`src/rtl/sipo_in_pkg.sv`:
```
// sipo_in_pkg: shared defaults and state encoding for the NPU serial-in/parallel-out stage
package sipo_in_pkg;
  localparam int DEF_WIDTH = 8;
  localparam int DEF_NUM_TAPS = 4;
  typedef enum logic {EMPTY = 1'b0, HELD = 1'b1} sipo_state_e;
endpackage

```
`src/rtl/sipo_in.sv`:
```
// sipo_in: double-buffered serial-in/parallel-out stage assembling NUM_TAPS words into one held vector
module sipo_in
  import sipo_in_pkg::*;
#(
  parameter int WIDTH = DEF_WIDTH,
  parameter int NUM_TAPS = DEF_NUM_TAPS,
  localparam int CW = $clog2(NUM_TAPS)
) (
  input  logic                      CLKEXT,
  input  logic                      CLR_SIPO_IN_N,
  input  logic                      EN_SIPO_IN,
  input  logic [WIDTH-1:0]          DATA_IN,
  output logic                      READY_IN,
  input  logic                      ACK_SIPO_IN,
  output logic [WIDTH*NUM_TAPS-1:0] DATA_OUT,
  output logic                      FULL_OUT,
  output logic [CW-1:0]             COUNT_OUT
);
  sipo_state_e state, state_nxt;
  logic [WIDTH*NUM_TAPS-1:0] fill, fill_nxt;
  logic last, acc, done;
  assign last = COUNT_OUT == CW'(NUM_TAPS - 1);
  assign FULL_OUT = state == HELD;
  assign READY_IN = ~(FULL_OUT & ~ACK_SIPO_IN & last);
  assign acc = EN_SIPO_IN & READY_IN;
  assign done = acc & last;
  // merge the accepted word into its slot; first word lands in the top slice
  always_comb begin
    fill_nxt = fill;
    if (acc) fill_nxt[WIDTH*(NUM_TAPS-int'(COUNT_OUT))-1 -: WIDTH] = DATA_IN;
  end
  // a completion always (re)fills the output; ACK only empties it when nothing new arrives
  always_comb begin
    state_nxt = done ? HELD : (FULL_OUT && ACK_SIPO_IN) ? EMPTY : state;
  end
  // fill buffer, tap counter, output register and FULL state
  always_ff @(posedge CLKEXT) begin
    if (!CLR_SIPO_IN_N) begin
      state <= EMPTY;
      fill <= '0;
      DATA_OUT <= '0;
      COUNT_OUT <= '0;
    end else begin
      state <= state_nxt;
      fill <= fill_nxt;
      if (done) DATA_OUT <= fill_nxt;
      if (acc) COUNT_OUT <= last ? '0 : COUNT_OUT + 1'b1;
    end
  end
endmodule
```
`config.mk`:
```
export PLATFORM = sky130hd
export DESIGN_NAME = sipo_in
export DESIGN_NICKNAME = d
export VERILOG_FILES = /design/src/rtl/sipo_in_pkg.sv /design/src/rtl/sipo_in.sv
export SDC_FILE = /design/constraint.sdc
export NUM_CORES = 1
export LEC_CHECK = 0
export BUFFER_PORTS_ARGS = -buffer_cell sky130_fd_sc_hd__buf_2
export CORE_MARGIN = 1.5
export CORE_UTILIZATION = 49
export DETAILED_ROUTE_END_ITERATION = 10
export PLACE_DENSITY = 0.83
export SLEW_MARGIN = 15
export SYNTH_ARGS = -nofsm -noshare
export SYNTH_HDL_FRONTEND = slang
export SYNTH_SLANG_ARGS = --single-unit
```
`constraint.sdc`:
```
create_clock -name CLKEXT -period 1.95 [get_ports CLKEXT]
set_clock_uncertainty 0.05 [all_clocks]
set_input_delay 0.195 -clock CLKEXT [delete_from_list [all_inputs] [get_ports CLKEXT]]
set_output_delay 0.195 -clock CLKEXT [all_outputs]
set_load 0.01 [all_outputs]
```
### Word level (Yosys, flattened, before mapping)

Index checks and enable logic that the tools add are counted.

* word-level logic and storage cells: 24
* output and inout bits: 36
* register bits: 67

* eq/ne operators: 1
* bitwise gates (word level): 6
* mux-type cells: 5
* $add $sub $neg: 4
* reduce and logical (&&, ||, !) cells: 2
* shift-type cells: 2

Operators with widths (count)
* $shift 8x33->39 const A: 1
* $shiftx 8x33->39: 1
* $neg 8->33: 1
* $bwmux 32: 1
* $mux 32: 1
* $sub 7x2->8 const B: 1
* $and 1x1->1: 4
* $sub 3x2->4 const A: 1
* $add 2x1->2 const B: 1
* $eq 2x2->1 const B: 1
* $mux 1: 2
* $mux 2: 1
* $not 1->1: 2
* $reduce_bool 2->1: 1
* $logic_and 1x1->1: 1

### Logic depth before layout (Yosys ltp)

Gate-level depths: netlist of the first run.

* depth in word-level cells: 7
* gate-level depth with buffers: 8
* depth with buffers taken out: 6

### Least setup slack after synthesis of the first run

No wires, ideal clock.

* path kind: register to register
* from: register COUNT_OUT[0]
* to: register DATA_OUT[31]
* slack: -0.074 ns
* arrival: 1.904 ns
* required time: 1.830 ns
* path buffers: 2
* library setup time: 0.070 ns
* stages on the path, launching flop included: 9
* period minus slack after synthesis: 2.024 ns
* path through: dfxtp_1 clkbuf_1 inv_1 ha_1 buf_2 nor3_4 and2_1 mux2i_1 a21oi_1

* cells in the longest elaborated chain, start to end: 6

Ends and longest elaborated chain
* start: declaration: RTL line sipo_in.sv:17 `output logic [CW-1:0] COUNT_OUT`
* start signal: assignment: RTL line sipo_in.sv:47 `if (acc) COUNT_OUT <= last ? '0 : COUNT_OUT + 1'b1;`
* $sub 3x2->4: RTL line sipo_in.sv:30 `if (acc) fill_nxt[WIDTH*(NUM_TAPS-int'(COUNT_OUT))-1 -: WIDTH] = DATA_IN;`
* $sub 7x2->8: RTL line sipo_in.sv:30
* $neg 8->33: RTL line sipo_in.sv:30
* $shiftx 8x33->39 / $shift 8x33->39 (equally long branches): RTL line sipo_in.sv:30
* $bwmux 32: RTL line sipo_in.sv:30
* $mux 32: RTL line sipo_in.sv:30
* end signal: assignment: RTL line sipo_in.sv:46 `if (done) DATA_OUT <= fill_nxt;`
* end: declaration: RTL line sipo_in.sv:15 `output logic [WIDTH*NUM_TAPS-1:0] DATA_OUT,`

Several ways; a longest one is shown, not always the timed one.
A chain may end at the register's enable or synchronous reset.

### Worst setup path in the final report of the first run

* from: register COUNT_OUT[0]
* to: register DATA_OUT[20]

The elaborated chain is that of the path after synthesis.

==> results of run 1 <==
[per-stage QoR]
step / power [W] / hold WS, ns
2_1_floorplan: 0.00160 / 0.314
3_3_place_gp: 0.00167 / 0.443
3_5_place_dp: 0.00167 / 0.451
4_1_cts: 0.00272 / 0.141
5_1_grt: 0.00281 / 0.170
6_report: 0.00270 / 0.141
[flip-flops by register name, summed over array words and instances (netlist names)]
register,count
COUNT_OUT,2
DATA_OUT,32
FULL_OUT,1
fill,32
[metal layers]
| metal | wire, um | part of all wire, % |
|---|---|---|
| met4 | 161 | 2.9 |
| met5 | 0 | 0 |
| met2 | 2430 | 44 |
| met3 | 297 | 5.4 |
| met1 | 2640 | 48 |
[cells in the mapped netlist]
cell type   n
a21boi_0    2
a21oi_1    32
a22oi_1     1
and2_1     24
and2b_1     1
and3_1     11
and3_4      1
buf_2       4
buf_4       1
buf_6       7
clkbuf_1    8
dfxtp_1    67
ha_1        5
inv_1       2
mux2i_1    32
nand2_1     3
nand2b_1    1
nand3_1     1
nand3b_4    1
nor2_1      1
nor2b_1    34
nor3_4      1
nor3b_2     1
o21ai_0     4
o21ai_1    28
[worst min-delay path, cell delays in order]
cell and delay (ns):
buf_2 0.15, nand3_1 0.08, a21boi_0 0.07
[logic make-up (layout without fill, tap and decap cells)]
kind of cell	Yosys count	in the layout
flip-flops	67	67
multiplexers	32	32
AO/OA/AOI/OAI	67	67
buffers and inverters	22	69
AND/OR/NAND/NOR	80	80
adder cells (fa/ha/maj)	5	5
[power by group]
part	total, W	leakage [nW]	switching [W]	internal [W]
registers	0.00141	0.542	0.0000127	0.00139
logic	0.000243	0.739	0.000131	0.000112
clock network	0.00105	0.0953	0.000494	0.000555
[layout make-up]
cell class / instances / area, um^2 / share of cell area, %
inverter: 2 / 7.51 / 0.236
clock buffer: 13 / 169 / 5.30
sequential: 67 / 1340 / 42.2
clock inverter: 2 / 10.0 / 0.314
multi-input combinational: 184 / 1270 / 39.8
timing repair buffer: 52 / 298 / 9.35
tap: 72 / 90.1 / 2.83
[path summary, 6_finish.rpt]
path | from | end | slack, ns | cells after the start
worst max register to register | COUNT_OUT[0]$_SDFFE_PN0N_ | DATA_OUT[20]$_SDFFE_PN0P_ | 0.14 | 5
worst min-delay path | EN_SIPO_IN | COUNT_OUT[1]$_SDFFE_PN0N_ | 0.14 | 3
worst min register to register | fill[19]$_SDFF_PN0_ | fill[19]$_SDFF_PN0_ | 0.46 | 2
worst max-delay path | COUNT_OUT[0]$_SDFFE_PN0N_ | DATA_OUT[20]$_SDFFE_PN0P_ | 0.14 | 5
[repair_timing]
item	4_1_cts	5_1_grt
endpoints found under the setup margin	0	21
gates resized for setup	0	3
setup buffers	0	0
==> run metrics, run 1 <==
top post-synthesis cells by area=dfxtp_1 (49%), mux2i_1 (12%), nor2b_1 (7.8%), a21oi_1 (5.9%), and2_1 (5.5%); Clock Pin Slew Worst Setup and Hold Paths=0.07 ns; Hold/Removal Path Class=input pin to flop; CTS max path bufs=2; Critical Path Source Type=flop; Crit Path Class=flop to flop; Post-Synth Adder-Cell Area=2.29%; Syn Std Cell Area=2740 um^2; core area=5440 um^2; largest fanout on the critical path=13; multiplexer area fraction after synthesis=11.7%; most frequent cells in the layout=dfxtp_1 (65), buf_2 (47), nor2b_1 (33); largest net degree at the start of global routing=65; aggregate global routing overflow=0; Cells after Synth=273; #FFs+latches synth=67; Ports=48; Die H=77.7 um; Worst path slowest cell=and3_1; Post-Route WL=5530 um; post-synthesis sequential area ratio=49.0%; family with the most delay on the worst path=simple AND/OR/NAND/NOR gates; worst setup margin=0.138 ns; root buf cell=clkbuf_8; M2 GR Usage=29.9%; Clk Latency, worst-skew pair=0.34 ns; most common cell after layout, fill and taps aside=dfxtp_1; DR pass1 iterations=4; Max H-tree Level=3; final core utilization=58.6%; row count=27; Avg WL per Cell=14.1 um; Clock Sinks=67; Total Routing Usage GR=19.7%; CTS tree=yes; CP required=2.12 ns; Final Critical Period=1.81 ns; Area Growth Syn to Fin=16.4%; Post-Synth XOR/XNOR Area=0%; syn nets=290; most used routing layer=met2; largest stage delay on the critical path=0.46 ns; area leader, netlist=dfxtp_1; RSZ-0062 raised after global routing=no; simple-gate share of the synthesized area=19.2%; pre-CTS setup slack=0.111 ns; total negative setup slack=0 ns; first-pass GRT wire length=9040 um; Synth Area in Compound Gates=12.5%; vias in the first global route=1880; layout cells sized above 1=23.1%; DR iter-0 viols=109; crit end category=flop; fill count=457; initial antenna violation count=0; Vias/cell=5.14; non-filler cells, final=392; VDD IR max=0.461 mV; Die ar.=6040 um^2; Port Buffers=47; GRT met3 Usage=7.53%; Routed Antenna Nets=0; # diodes=0; DRC viols=0; CP arrival=1.98 ns; Tcrit/Tclk final=92.9%; Final nets=333; Placed Area=3000 um^2; Slew @ Worst Pin=0.520 ns; Max Cap Viol=0; # hold bufs at CTS=0; Syn. warnings=0; Max Clock Freq=0.552 GHz; leak pwr=1.38 nW; Initial Util=50.3%; Setup violations, final=0; relative slew slack=65.3%; cell breakdown of the critical path=buf_4, ha_1, and3_1, mux2i_1, a21oi_1; CP bufs+invs=1; post-synth top area share=49.0%; routability cong.=0.854; DR vias=2013; final hold violations=0; placed cells=377; Unique masters post-synth=25; met1 Use GR=24.6%; status=finished, final reports clean; largest family of logic cells by synthesized area=simple AND/OR/NAND/NOR gates; power density over cell area=847 nW/um^2; Syn Area/Cell=10.0 um^2; Detail Placement HPWL=3590 um; chip width=77.7 um; CTS buffer count=9; final instance area=3190 um^2; Final Max Slew Viols=0
Power figures use the tool's default switching activity.
==> run 2: changes to the inputs <==
--- a/config.mk
+++ b/config.mk
@@ -7,9 +7,9 @@
 export LEC_CHECK = 0
 export BUFFER_PORTS_ARGS = -buffer_cell sky130_fd_sc_hd__buf_2
 export CORE_MARGIN = 1.5
-export CORE_UTILIZATION = 49
+export CORE_UTILIZATION = 55
 export DETAILED_ROUTE_END_ITERATION = 10
-export PLACE_DENSITY = 0.83
+export PLACE_DENSITY = 0.88
 export SLEW_MARGIN = 15
 export SYNTH_ARGS = -nofsm -noshare
 export SYNTH_HDL_FRONTEND = slang
==> constraint.sdc (replaced) <==
create_clock -name CLKEXT -period 1.88 [get_ports CLKEXT]
set_clock_uncertainty 0.05 [all_clocks]
set_input_delay 0.282 -clock CLKEXT [delete_from_list [all_inputs] [get_ports CLKEXT]]
set_output_delay 0.282 -clock CLKEXT [all_outputs]
set_load 0.01 [all_outputs]
==> run metrics, run 2 (same netlist as run 1, synthesis figures left out) <==
Critical Path Source Type=flop; Final nets=335 (+0.60%); cell breakdown of the critical path=ha_1, nand3b_4, and3_1, buf_4, mux2i_1, a21oi_1; power density over cell area=853 nW/um^2 (+0.68%); DR vias=1991 (-1.1%); CTS max path bufs=2 (unchanged); row count=25 (-7.4%); Post-Route WL=5350 um (-3.4%); relative slew slack=75.5% (+10 points); non-filler cells, final=389 (-0.77%); Routed Antenna Nets=0 (unchanged); CP arrival=1.90 ns (-0.08 ns); first-pass GRT wire length=8630 um (-4.5%); Worst path slowest cell=dfxtp_2; status=finished, final reports clean; largest fanout on the critical path=8 (-5); most frequent cells in the layout=dfxtp_1 (65), buf_2 (47), nor2b_1 (33); Clk Latency, worst-skew pair=0.34 ns (about the same); R2R Path Start=COUNT_OUT[1]$_SDFFE_PN0N_; CTS buffer count=9 (unchanged); Multi-input gate area=1260 um^2 (-0.40%); Clock Sinks=67 (unchanged); smallest hold slack=0.208 ns (+0.0668 ns); Die ar.=5410 um^2 (-11%); DR iter-0 viols=125 (+15%); Worst Setup EP=DATA_OUT[27]$_SDFFE_PN0P_; VDD IR max=0.545 mV (+18%); CP required=2.05 ns (-0.07 ns); chip width=73.5 um (-5.4%); Total Routing Usage GR=21.9% (+2.2 points); Final Max Slew Viols=0 (unchanged); Crit Path Class=flop to flop; Clock Pin Slew Worst Setup and Hold Paths=0.07 ns (about the same); routability cong.=0.815 (-4.6%); root buf cell=clkbuf_8; layout cells sized above 1=23.3% (+0.17 points); Detail Placement HPWL=3410 um (-5.2%); Initial Util=57.6% (+7.2 points); Vias/cell=5.12 (-0.33%); Die H=73.5 um (-5.4%); Final Power=0.00270 W (+0.20%); Critical Path Start=COUNT_OUT[1]$_SDFFE_PN0N_; # diodes=0 (unchanged); Ports=48 (unchanged); Slew @ Worst Pin=0.366 ns (-0.154 ns); vias in the first global route=1842 (-2.0%); critical path depth in cells=6 (+1); family with the most delay on the worst path=flip-flops; aggregate global routing overflow=0 (unchanged); final hold violations=0 (unchanged); initial antenna violation count=0 (unchanged); largest net degree at the start of global routing=68 (+4.6%); RR Endpoint=DATA_OUT[27]$_SDFFE_PN0P_; Hold/Removal Path Class=input pin to flop; CTS tree=yes; worst setup margin=0.152 ns (+0.0134 ns); # hold bufs at CTS=0 (unchanged); largest stage delay on the critical path=0.38 ns (-0.08 ns); pre-CTS setup slack=0.0992 ns (-0.0114 ns); placed cells=374 (-0.80%); Setup violations, final=0 (unchanged); R2R Setup Slk=0.15 ns (about the same); Final Critical Period=1.73 ns (-0.0834 ns); crit end category=flop; fill count=414 (-9.4%); total negative setup slack=0 ns (unchanged); reg2reg path depth=6 (+1); DRC viols=0 (unchanged); most common cell after layout, fill and taps aside=dfxtp_1; Max Cap Viol=0 (unchanged); core area=4750 um^2 (-13%); Area Growth Syn to Fin=15.9%; Max Clock Freq=0.579 GHz (+4.8%); leak pwr=1.38 nW (+0.26%); Port Buffers=47 (unchanged); RSZ-0062 raised after global routing=no; Avg WL per Cell=13.7 um (-2.7%); Max H-tree Level=3 (unchanged); setup bufs post-CTS=0 (unchanged); Largest regs=DATA_OUT: 32 flops, fill: 32 flops, COUNT_OUT: 2 flops; Reg area=1340 um^2 (unchanged); Tcrit/Tclk final=91.9% (-0.98 points); DR pass1 iterations=4 (unchanged); CP bufs+invs=1 (unchanged)
## run 2: cell type report
type	instances	share of cell area, %
clock buffer	12	4.58
clock inverter	3	0.474
inverter	2	0.237
multi-input combinational	184	39.8
sequential	67	42.4
tap	67	2.64
timing repair buffer	54	9.87
## run 2: per-layer routing
layer	GRT usage, %	routed length [um]	vias to the layer above
met1	28.3	2460	914
li1	-	-	1020
met2	32.5	2440	44
met3	7.27	283	13
met5	0	0	-
met4	11.5	158	0
## run 2: where the power goes
group,internal [W],switching [W]
Clock,0.000501,0.000495
Sequential,0.00145,0.0000125
Combinational,0.000114,0.000136
## run 2: repair_timing
action	CTS	global route
resized for setup	0	2
setup endpoints to repair	0	33
hold endpoints to repair	0	0
## run 2: worst min path at each step
stage	from	to	slack (ns)	cells after the start
finish	ACK_SIPO_IN	FULL_OUT$_SDFFE_PN0P_	0.21	3
global route	ACK_SIPO_IN	FULL_OUT$_SDFFE_PN0P_	0.24	3
CTS	ACK_SIPO_IN	FULL_OUT$_SDFFE_PN0P_	0.20	3
detailed placement	DATA_OUT[3]$_SDFFE_PN0P_	DATA_OUT[3]$_SDFFE_PN0P_	0.45	2
global placement	fill[12]$_SDFF_PN0_	fill[12]$_SDFF_PN0_	0.44	2
floorplan	EN_SIPO_IN	COUNT_OUT[1]$_SDFFE_PN0N_	0.40	2
## run 2: per-stage QoR
step	util, %	area (um^2)
6_report	66.7	3170
5_1_grt	66.7	3170
4_1_cts	66.6	3170
3_5_place_dp	63.2	3010
3_3_place_gp	63.2	3010
2_1_floorplan	-	2740
## run 2: worst register-to-register path, delay by kind of cell (launching register included)
kind / cells / cell delay, ns
flops: 1 / 0.38
simple gates: 2 / 0.36
fa+ha+maj: 1 / 0.29
mux: 1 / 0.25
buf+inv: 1 / 0.17
compound gates: 1 / 0.10
==> run 3: changes to the inputs <==
--- a/config.mk
+++ b/config.mk
@@ -7,9 +7,9 @@
 export LEC_CHECK = 0
 export BUFFER_PORTS_ARGS = -buffer_cell sky130_fd_sc_hd__buf_2
 export CORE_MARGIN = 1.5
-export CORE_UTILIZATION = 55
+export CORE_UTILIZATION = 37
 export DETAILED_ROUTE_END_ITERATION = 10
-export PLACE_DENSITY = 0.88
+export PLACE_DENSITY = 0.66
 export SLEW_MARGIN = 15
 export SYNTH_ARGS = -nofsm -noshare
 export SYNTH_HDL_FRONTEND = slang
==> constraint.sdc (replaced) <==
create_clock -name CLKEXT -period 1.6 [get_ports CLKEXT]
set_clock_uncertainty 0.05 [all_clocks]
set_input_delay 0.24 -clock CLKEXT [delete_from_list [all_inputs] [get_ports CLKEXT]]
set_output_delay 0.24 -clock CLKEXT [all_outputs]
set_load 0.01 [all_outputs]
==> run metrics, run 3 (same netlist as run 1, synthesis figures left out) <==
Crit Path Class=flop to flop; Worst Hold Endpoint=FULL_OUT$_SDFFE_PN0P_; Worst Hold Depth=3 (unchanged); most common cell after layout, fill and taps aside=dfxtp_1; largest net degree at the start of global routing=45 (-34%); pre-CTS setup slack=-0.0739 ns (-0.173 ns); VDD IR max=0.584 mV (+7.2%); Max Clock Freq=0.613 GHz (+6.0%); RSZ-0062 raised after global routing=yes; M2 GR Usage=25.3% (-7.2 points); CTS buffer count=9 (unchanged); DR iter-0 viols=85 (-32%); # diodes=0 (unchanged); Setup violations, final=7 (+7); vias in the first global route=1959 (+6.4%); Final Max Slew Viols=0 (unchanged); most frequent cells in the layout=dfxtp_1 (65), buf_2 (47), nor2b_1 (33); Post-Route WL=6720 um (+26%); GRT met3 Usage=3.88% (-3.4 points); row count=31 (+24%); CTS tree=yes; CP arrival=1.82 ns (-0.08 ns); status=finished with violations; largest fanout on the critical path=8 (unchanged); Hold/Removal Path Class=input pin to flop; family with the most delay on the worst path=simple AND/OR/NAND/NOR gates; chip width=89.0 um (+21%); Area Growth Syn to Fin=39.5%; worst setup margin=-0.0301 ns (-0.182 ns); Max H-tree Level=3 (unchanged); Vias/cell=4.82 (-5.9%); failing checks=negative setup slack; Clock Sinks=67 (unchanged); reg2reg path depth=6 (unchanged); R2R Setup Slk=-0.03 ns (-0.18 ns); Multi-input gate area=1530 um^2 (+21%); DRC viols=0 (unchanged); routability cong.=0.713 (-12%); largest stage delay on the critical path=0.41 ns (+0.03 ns); crit end category=flop; initial antenna violation count=0 (unchanged); Slew @ Worst Pin=0.278 ns (-0.0876 ns); R2R Path Start=COUNT_OUT[0]$_SDFFE_PN0N_; RR Endpoint=DATA_OUT[6]$_SDFFE_PN0P_; first-pass GRT wire length=9920 um (+15%); final hold violations=0 (unchanged); Avg WL per Cell=15.2 um (+11%); Port Buffers=47 (unchanged); CP required=1.79 ns (-0.26 ns); placed cells=415 (+11%); Reg area=1350 um^2 (+0.37%); Tcrit/Tclk final=102% (+9.9 points); most used routing layer=met2; met1 Use GR=23.6% (-4.7 points); fill count=662 (+60%); Final nets=354 (+5.7%); root buf cell=clkbuf_8; DR pass1 iterations=4 (unchanged); Max Cap Viol=0 (unchanged); CTS max path bufs=2 (unchanged); Clk Latency, worst-skew pair=0.36 ns (+0.02 ns); aggregate global routing overflow=0 (unchanged); Largest regs=DATA_OUT: 32 flops, fill: 32 flops, COUNT_OUT: 2 flops; non-filler cells, final=441 (+13%); power density over cell area=937 nW/um^2 (+9.9%); Final Critical Period=1.63 ns (-0.0984 ns); Detail Placement HPWL=4000 um (+17%); Critical Path Source Type=flop; Initial Util=37.9% (-20 points); Clock Pin Slew Worst Setup and Hold Paths=0.08 ns (about the same); HP Start=ACK_SIPO_IN; Ports=48 (unchanged); core area=7210 um^2 (+52%); Die ar.=7920 um^2 (+46%); leak pwr=1.56 nW (+13%); Total Routing Usage GR=17.2% (-4.7 points); Worst path slowest cell=dfxtp_4; Routed Antenna Nets=0 (unchanged); DR vias=2125 (+6.7%); Die H=89.0 um (+21%); cell breakdown of the critical path=inv_4, ha_4, and2b_2, and2_1, mux2i_2, a21oi_1; # hold bufs at CTS=0 (unchanged); relative slew slack=81.4% (+5.9 points); layout cells sized above 1=40.9% (+18 points); CP bufs+invs=1 (unchanged)
## run 3: changes by cell type in the layout (fill, tap and decap cells not counted), sizes merged
| cell | before | now |
|---|---|---|
| buf | 54 | 70 |
| bufbuf | 0 | 1 |
| clkbuf | 12 | 15 |
| clkinv | 3 | 2 |
| clkinvlp | 0 | 1 |
## run 3: repair_timing
item                                    in CTS  in global routing
pin swaps                                    2                 19
resized for setup                           27                 39
cloned                                       2                  2
endpoints found under the setup margin      56                 56
setup buffers                                4                  3
## run 3: worst max path at each step
stage | start | endpoint | slack (ns) | cells after the start
5_1_grt | COUNT_OUT[0]$_SDFFE_PN0N_ | DATA_OUT[1]$_SDFFE_PN0P_ | -0.07 | 6
3_3_place_gp | COUNT_OUT[0]$_SDFFE_PN0N_ | DATA_OUT[22]$_SDFFE_PN0P_ | -0.04 | 6
4_1_cts | COUNT_OUT[0]$_SDFFE_PN0N_ | DATA_OUT[0]$_SDFFE_PN0P_ | 0.0001 | 6
6_report | COUNT_OUT[0]$_SDFFE_PN0N_ | DATA_OUT[6]$_SDFFE_PN0P_ | -0.03 | 6
2_1_floorplan | COUNT_OUT[0]$_SDFFE_PN0N_ | DATA_OUT[2]$_SDFFE_PN0P_ | -0.02 | 7
3_5_place_dp | COUNT_OUT[0]$_SDFFE_PN0N_ | DATA_OUT[22]$_SDFFE_PN0P_ | -0.07 | 6
## run 3: stage by stage
step | hold slack [ns] | setup TNS [ns] | total power, W | instance area (um^2) | util [%]
after floorplan | 0.358 | -0.167 | 0.00197 | 2770 | -
after global placement | 0.444 | -0.130 | 0.00207 | 3170 | 43.9
after detailed placement | 0.450 | -0.731 | 0.00208 | 3170 | 43.9
after CTS | 0.156 | 0 | 0.00353 | 3600 | 49.9
after global routing | 0.204 | -1.66 | 0.00370 | 3820 | 52.9
final | 0.167 | -0.0973 | 0.00358 | 3820 | 52.9
## run 3: layout make-up
cell class                      instances  share of cell area, %
Multi-Input combinational cell        184                   40.0
Sequential cell                        67                   35.3
Clock inverter                          3                  0.459
Timing Repair Buffer                   73                   15.6
Tap cell                               99                   3.24
Clock buffer                           13                   4.98
Inverter                                2                  0.328
## run 3: power breakdown
group | leakage, nW | switching, W | internal [W]
Combinational | 0.909 | 0.000211 | 0.000232
Clock | 0.107 | 0.000639 | 0.000778
Sequential | 0.542 | 0.0000207 | 0.00170
Total | 1.56 | 0.000870 | 0.00271
## run 3: worst min-delay path, cell delays in order
cell      delay (ns)
buf_2           0.08
nand2b_1        0.12
a21boi_0        0.08
## run 3: metal layers
layer	wire length [um]	vias to the layer above
met3	290	14
met5	0	-
li1	-	1061
met4	167	0
met2	3030	44
met1	3240	1006
